--- src/rtl/board_pkg.sv ---
// Board receive buffer shared types.
// Holds the board geometry constants, the 2-bit cell encoding, the FIFO
// entry layout and a cell-counting helper used by the receive pipeline.
package board_pkg;

    localparam int unsigned BOARD_BITS = 162;
    localparam int unsigned N_CELLS    = 81;
    // 81 fits in 7 bits
    localparam int unsigned CNT_BITS   = 7;

    typedef enum logic [1:0] {
        CELL_EMPTY   = 2'b00,
        CELL_BLACK   = 2'b01,
        CELL_WHITE   = 2'b10,
        CELL_ILLEGAL = 2'b11
    } cell_e;

    typedef struct packed {
        logic [BOARD_BITS-1:0] board;
        logic [CNT_BITS-1:0]   black;
        logic [CNT_BITS-1:0]   white;
    } board_entry_t;

    // Number of cells in b holding the given code.
    function automatic logic [CNT_BITS-1:0] count_cells(
        input logic [BOARD_BITS-1:0] b,
        input cell_e                 code
    );
        logic [CNT_BITS-1:0] n;
        n = '0;
        for (int unsigned k = 0; k < N_CELLS; k++) begin
            if (b[2*k +: 2] == code) begin
                n = n + CNT_BITS'(1);
            end
        end
        return n;
    endfunction

endpackage

--- src/rtl/board_rx_buffer_if.sv ---
// Board receive buffer bus.
// master: serial receiver + consumer side (drives data_in, ready_in, ack_in).
// slave : board_rx_buffer side (drives board_out, counts, valid_out).
interface board_rx_buffer_if;
    import board_pkg::*;

    logic [BOARD_BITS-1:0] data_in;
    logic                  ready_in;
    logic [BOARD_BITS-1:0] board_out;
    logic [CNT_BITS-1:0]   black_cnt_out;
    logic [CNT_BITS-1:0]   white_cnt_out;
    logic                  valid_out;
    logic                  ack_in;

    modport master (
        output data_in, ready_in, ack_in,
        input  board_out, black_cnt_out, white_cnt_out, valid_out
    );

    modport slave (
        input  data_in, ready_in, ack_in,
        output board_out, black_cnt_out, white_cnt_out, valid_out
    );

endinterface

--- src/rtl/board_fifo.sv ---
// Board FIFO: DEPTH-entry storage with wrap-around pointers (one extra bit
// separates full from empty) and a registered head entry.
// Ports:
//   clk_in, rst_in  clock, async active-low reset
//   push, wdata     write request / entry (refused when full without a pop)
//   pop             remove head (ignored when empty)
//   full_c          combinational full flag
//   valid           registered non-empty flag
//   head            registered head entry; changes only on pop or on a
//                   write into an empty FIFO
// DEPTH must be a power of two, at least 2.
module board_fifo #(
    parameter int unsigned DEPTH   = 2,
    parameter type         entry_t = board_pkg::board_entry_t
) (
    input  logic   clk_in,
    input  logic   rst_in,
    input  logic   push,
    input  entry_t wdata,
    input  logic   pop,
    output logic   full_c,
    output logic   valid,
    output entry_t head
);

    localparam int unsigned PW = $clog2(DEPTH);

    entry_t        mem [DEPTH];
    logic [PW:0]   wr_ptr;
    logic [PW:0]   rd_ptr;
    logic [PW:0]   wr_ptr_nxt;
    logic [PW:0]   rd_ptr_nxt;
    logic          do_push;
    logic          do_pop;
    entry_t        head_nxt;

    assign full_c = (wr_ptr[PW] != rd_ptr[PW]) &&
                    (wr_ptr[PW-1:0] == rd_ptr[PW-1:0]);

    // Pointer advance and next head selection.
    always_comb begin
        do_pop     = pop && valid;
        do_push    = push && (!full_c || do_pop);
        wr_ptr_nxt = wr_ptr + (PW+1)'(do_push);
        rd_ptr_nxt = rd_ptr + (PW+1)'(do_pop);
        head_nxt   = head;
        if (do_pop) begin
            // Next head is either already stored or is the entry arriving now.
            if (rd_ptr_nxt != wr_ptr) begin
                head_nxt = mem[rd_ptr_nxt[PW-1:0]];
            end else if (do_push) begin
                head_nxt = wdata;
            end
        end else if (do_push && !valid) begin
            head_nxt = wdata;
        end
    end

    // Pointers, valid flag and head register.
    always_ff @(posedge clk_in or negedge rst_in) begin
        if (!rst_in) begin
            wr_ptr <= '0;
            rd_ptr <= '0;
            valid  <= 1'b0;
            head   <= '0;
        end else begin
            wr_ptr <= wr_ptr_nxt;
            rd_ptr <= rd_ptr_nxt;
            valid  <= (wr_ptr_nxt != rd_ptr_nxt);
            head   <= head_nxt;
        end
    end

    // Entry storage; contents are meaningless while the pointers say empty.
    always_ff @(posedge clk_in) begin
        if (do_push) begin
            mem[wr_ptr[PW-1:0]] <= wdata;
        end
    end

endmodule

--- src/rtl/board_rx_buffer.sv ---
// Board receive buffer: registers boards from the serial receiver, rejects
// frames containing an ILLEGAL cell, counts BLACK/WHITE cells and queues
// legal frames in a DEPTH-entry FIFO for the consumer.
// Ports:
//   clk_in, rst_in   clock, async active-low reset
//   bus (slave)      data_in/ready_in in; board_out, black/white counts,
//                    valid_out out; ack_in pops the head
//   illegal_cnt_out  saturating count of frames with an ILLEGAL cell
//   ovf_cnt_out      saturating count of frames dropped on a full FIFO
// Optional: define BOARD_RX_DEDUP_EN to discard a legal frame identical to
// the last board written to the FIFO.
module board_rx_buffer
    import board_pkg::*;
#(
    parameter int unsigned DEPTH = 2,
    parameter int unsigned CNT_W = 8
) (
    input  logic                clk_in,
    input  logic                rst_in,
    board_rx_buffer_if.slave    bus,
    output logic [CNT_W-1:0]    illegal_cnt_out,
    output logic [CNT_W-1:0]    ovf_cnt_out
);

    logic                  s1;
    logic [BOARD_BITS-1:0] s1_data;
    logic                  illegal_c;
    logic                  legal_c;
    logic                  dup_c;
    logic                  pop_c;
    logic                  push_c;
    logic                  ovf_c;
    logic                  full_c;
    board_entry_t          entry_c;
    board_entry_t          head;

    // Stage 1: capture the strobed board.
    always_ff @(posedge clk_in or negedge rst_in) begin
        if (!rst_in) begin
            s1      <= 1'b0;
            s1_data <= '0;
        end else begin
            s1 <= bus.ready_in;
            if (bus.ready_in) begin
                s1_data <= bus.data_in;
            end
        end
    end

    // Stage 2: classify the captured board and decide push/drop.
    always_comb begin
        entry_c.board = s1_data;
        entry_c.black = count_cells(s1_data, CELL_BLACK);
        entry_c.white = count_cells(s1_data, CELL_WHITE);
        illegal_c     = s1 && (count_cells(s1_data, CELL_ILLEGAL) != '0);
        legal_c       = s1 && !illegal_c;
        pop_c         = bus.ack_in && bus.valid_out;
        // A pop in the same cycle frees the slot for a full FIFO.
        push_c        = legal_c && !dup_c && (!full_c || pop_c);
        ovf_c         = legal_c && !dup_c && full_c && !pop_c;
    end

`ifdef BOARD_RX_DEDUP_EN
    logic [BOARD_BITS-1:0] last_board;

    // Last board accepted into the FIFO; all-EMPTY after reset.
    always_ff @(posedge clk_in or negedge rst_in) begin
        if (!rst_in) begin
            last_board <= '0;
        end else if (push_c) begin
            last_board <= s1_data;
        end
    end

    assign dup_c = (s1_data == last_board);
`else
    assign dup_c = 1'b0;
`endif

    // Saturating error counters.
    always_ff @(posedge clk_in or negedge rst_in) begin
        if (!rst_in) begin
            illegal_cnt_out <= '0;
            ovf_cnt_out     <= '0;
        end else begin
            if (illegal_c && (illegal_cnt_out != '1)) begin
                illegal_cnt_out <= illegal_cnt_out + CNT_W'(1);
            end
            if (ovf_c && (ovf_cnt_out != '1)) begin
                ovf_cnt_out <= ovf_cnt_out + CNT_W'(1);
            end
        end
    end

    board_fifo #(
        .DEPTH   (DEPTH),
        .entry_t (board_entry_t)
    ) u_fifo (
        .clk_in (clk_in),
        .rst_in (rst_in),
        .push   (push_c),
        .wdata  (entry_c),
        .pop    (pop_c),
        .full_c (full_c),
        .valid  (bus.valid_out),
        .head   (head)
    );

    assign bus.board_out     = head.board;
    assign bus.black_cnt_out = head.black;
    assign bus.white_cnt_out = head.white;

endmodule

--- src/flat_wrapper.sv ---
// flat-port wrapper written by rule: the top's interface ports become plain ports
module board_rx_buffer_flat import board_pkg::*;
#(
    parameter int unsigned DEPTH = 2,
    parameter int unsigned CNT_W = 8
)
  (clk_in, rst_in, illegal_cnt_out, ovf_cnt_out, bus_data_in, bus_ready_in, bus_ack_in, bus_board_out, bus_black_cnt_out, bus_white_cnt_out, bus_valid_out);
  board_rx_buffer_if bus_i ();
  input  logic clk_in;
  input  logic rst_in;
  output logic [CNT_W-1:0] illegal_cnt_out;
  output logic [CNT_W-1:0] ovf_cnt_out;
  input wire logic [$bits(bus_i.data_in)-1:0] bus_data_in;
  input wire logic [$bits(bus_i.ready_in)-1:0] bus_ready_in;
  input wire logic [$bits(bus_i.ack_in)-1:0] bus_ack_in;
  output wire logic [$bits(bus_i.board_out)-1:0] bus_board_out;
  output wire logic [$bits(bus_i.black_cnt_out)-1:0] bus_black_cnt_out;
  output wire logic [$bits(bus_i.white_cnt_out)-1:0] bus_white_cnt_out;
  output wire logic [$bits(bus_i.valid_out)-1:0] bus_valid_out;
  assign bus_i.data_in = bus_data_in;
  assign bus_i.ready_in = bus_ready_in;
  assign bus_i.ack_in = bus_ack_in;
  assign bus_board_out = bus_i.board_out;
  assign bus_black_cnt_out = bus_i.black_cnt_out;
  assign bus_white_cnt_out = bus_i.white_cnt_out;
  assign bus_valid_out = bus_i.valid_out;
  board_rx_buffer #(.DEPTH(DEPTH), .CNT_W(CNT_W)) u_core (.clk_in(clk_in), .rst_in(rst_in), .bus(bus_i), .illegal_cnt_out(illegal_cnt_out), .ovf_cnt_out(ovf_cnt_out));
endmodule
--- config.mk ---
export PLATFORM = sky130hd
export DESIGN_NAME = board_rx_buffer_flat
export DESIGN_NICKNAME = d
export VERILOG_FILES = /design/src/rtl/board_pkg.sv /design/src/rtl/board_rx_buffer_if.sv /design/src/rtl/board_fifo.sv /design/src/rtl/board_rx_buffer.sv /design/src/flat_wrapper.sv
export SDC_FILE = /design/constraint.sdc
export NUM_CORES = 2
export LEC_CHECK = 0
export CAP_MARGIN = 20
export CORE_MARGIN = 4
export CORE_UTILIZATION = 45
export CTS_CLUSTER_SIZE = 24
export DETAILED_ROUTE_END_ITERATION = 7
export PLACE_DENSITY = 0.63
export RECOVER_POWER = 25
export SLEW_MARGIN = 20
export SYNTH_ARGS = -nofsm -noshare
export SYNTH_HDL_FRONTEND = slang
export SYNTH_SLANG_ARGS = --single-unit
--- constraint.sdc ---
create_clock -name clk_in -period 116.9 [get_ports clk_in]
set_input_delay 29.225 -clock clk_in [delete_from_list [all_inputs] [get_ports clk_in]]
set_output_delay 29.225 -clock clk_in [all_outputs]
set_load 0.05 [all_outputs]
==> results.ini <==
[run_status]
status = complete, but fails checks
violations = max-capacitance violations, max-slew violations

[timing]
fin_skew_ns = 0.0472
period_share_pct = 45.8
tightestPinTransition_ns = 6.70
finalHoldViolations = 0
rsz0062_at_grt = false
slew-limit-headroom_pct = -347
setup_tns_ns = 0
fmax_mhz = 18.7
fin_crit_ns = 53.58
setup_viol = 0
drv_slew = 191

[global_route]
grt_max_degree = 182
grt_pass1_vias = 54665
grt_use_total_pct = 23.1
grt_pass1_wl_um = 298000
grt_overflow = 0
antenna_found_initial = 5

[critical_path]
max_stage_delay_ns = 0.70
crit_path_end_kind = register
worstPathArrival_ns = 53.86
cp_slowest_cell = buf_4
r2r_slack_ns = 63.32
crit_cells = 262
crit_path_frequent_cell = ha_1
cp_max_fo = 54
worst-path-buf-inv = 14
r2r.worst_path.cells = 262
cp_top_family = adder cells
critPathLaunchType = register
critPathKind = reg2reg
crit_required_ns = 117.19

[layout]
drive_gt1_share_pct = 7.82
area_growth_pct = 11.3
fin_nets = 8121
layout_commonest_cell = xnor2_1
layout_common_cells = 759 x xnor2_1, 722 x nand2_1, 528 x nor2_1

[clocking]
cts_resized = 0
cts_setup_buffers = 0
cts_made_buffers = 79
clk_latency_ns = 0.70
cts_tree = built
cts_sinks = 712
clockBufferDepth = 3
hold_buffers = 0
root_buffer = clkbuf_16
clkTransAtPathRegs_ns = 0.06
cts_max_level = 3

[run]
maxCapViolations = 2

[die]
ios = 359
die_x_um = 396
core_area_mm2 = 0.150
die_y_um = 396
initial_core_util_pct = 45.2
num_rows = 142
die_area_mm2 = 0.157

[logic_synthesis]
synth_edf_count = 352
syn_nets = 7960
ys_seq_area_share_pct = 28.9
synth.avg_cell_area_um2 = 8.97
ys_types = 134
ys.flop_type = dfrtp_1
syn-cell-area_mm2 = 0.0678
synthCells = 7549
ys_seq_elements = 712
synth_warnings = 0
async_flop_share_pct = 50.6

[routing]
drt-total-wl_um = 187000
drc = 0
firstDrtPassIters = 6
routedWlPerCell_um = 19.1
vias = 56723
dr.first_iter.drc_count = 3899
ant_nets = 0
vias_per_cell = 5.79

[hold_path]
hold_depth = 1
min_path_type = reg2reg

[placement]
hpwl_um = 141000
globalplace.congestion = 0.921
portBuffers = 358

-- cells by family after synthesis --
group           synth area share (%)
compound gates                  15.6
fa+ha+maj                       4.64
buf+inv                         3.11
simple gates                    21.5
flops                           28.9
mux                             4.70
xor+xnor                        21.5
-- Yosys cell counts, drive strengths merged (15+ instances only) --
| cell | number | share of area, % |
|---|---|---|
| o31ai | 46 | 0.52 |
| dfrtp | 360 | 13 |
| edfxtp | 352 | 16 |
| o22ai | 52 | 0.50 |
| nand2 | 723 | 4.0 |
| and3 | 77 | 0.71 |
| mux2 | 207 | 3.4 |
| buf | 85 | 0.74 |
| a41oi | 23 | 0.33 |
| xor2 | 355 | 4.8 |
| a21o | 22 | 0.24 |
| nor3b | 49 | 0.55 |
| or2 | 45 | 0.42 |
| nand4 | 81 | 0.76 |
| ha | 245 | 4.5 |
| inv | 161 | 0.89 |
| nor2b | 377 | 3.5 |
| nor4b | 16 | 0.24 |
| a21boi | 20 | 0.24 |
| o21a | 29 | 0.32 |
| a211oi | 206 | 2.3 |
| xnor2 | 822 | 12 |
| a22oi | 16 | 0.18 |
| o211ai | 42 | 0.47 |
| or3 | 42 | 0.39 |
| xnor3 | 129 | 4.4 |
| o21ai | 409 | 3.0 |
| nor4 | 32 | 0.35 |
| mux2i | 81 | 1.3 |
| nand3b | 60 | 0.66 |
| a211o | 15 | 0.19 |
| xor3 | 21 | 0.74 |
| and2 | 87 | 0.81 |
| nor2 | 529 | 2.9 |
| a21oi | 245 | 1.8 |
| nor3 | 144 | 1.1 |
| a31oi | 268 | 2.5 |
| clkbuf | 258 | 1.4 |
| nand3 | 377 | 2.8 |
| nand2b | 134 | 1.2 |
-- layout make-up --
cell class                 count  area [µm²]
fill                       13968       74400
multi-input combinational   6329       46100
sequential                   712       19600
timing repair buffer         426        4010
tap                         2016        2520
clock buffer                 110        2210
inverter                     162         608
clock inverter                37         360
antenna                        4        10.0
-- routing by layer --
| metal | track usage (%) | vias to the layer above | routed length, µm | part of all wire (%) |
|---|---|---|---|---|
| li1 | - | 27667 | - | - |
| met1 | 31.8 | 27513 | 87900 | 47 |
| met2 | 38.9 | 1319 | 86800 | 46 |
| met3 | 2.78 | 224 | 8400 | 4.5 |
| met4 | 5.16 | 0 | 3840 | 2.1 |
| met5 | 0 | - | 0 | 0 |
-- flip-flops by register name, indices dropped and copies added (netlist names) --
name	cells
u_core.s1	1
u_core.u_fifo.wr_ptr	2
u_core.u_fifo.rd_ptr	2
u_core.s1_data	162
u_core.ovf_cnt_out	8
u_core.u_fifo.valid	1
u_core.illegal_cnt_out	8
u_core.u_fifo.mem	352
u_core.u_fifo.head	176
-- stage by stage --
step	setup WS, ns	cells	hold WS (ns)	utilization (%)	cell area [µm²]
after floorplan	67.09	7549	0.437	-	67800
after global placement	65.61	9644	0.486	48.7	73000
after detailed placement	63.97	9645	0.481	48.7	73000
after CTS	63.73	9792	0.489	50.5	75600
after global routing	59.04	9792	0.514	50.3	75400
final	63.32	9796	0.494	50.4	75400
-- worst paths after layout --
check	startpoint	endpoint
max	u_core.s1_data[0]$_DFFE_PN0P_	u_core.u_fifo.mem[1][82]$_DFFE_PP_
min	u_core.illegal_cnt_out[6]$_DFFE_PN0P_	u_core.illegal_cnt_out[6]$_DFFE_PN0P_
max reg2reg	u_core.s1_data[0]$_DFFE_PN0P_	u_core.u_fifo.mem[1][82]$_DFFE_PP_
min reg2reg	u_core.illegal_cnt_out[6]$_DFFE_PN0P_	u_core.illegal_cnt_out[6]$_DFFE_PN0P_
max in group asynchronous	rst_in	u_core.u_fifo.head[93]$_DFFE_PN0P_
min in group asynchronous	rst_in	u_core.u_fifo.head[173]$_DFFE_PN0P_
Power is not shown: default switching activity piles up to over one toggle a cycle in this logic, so the estimate is an artifact.
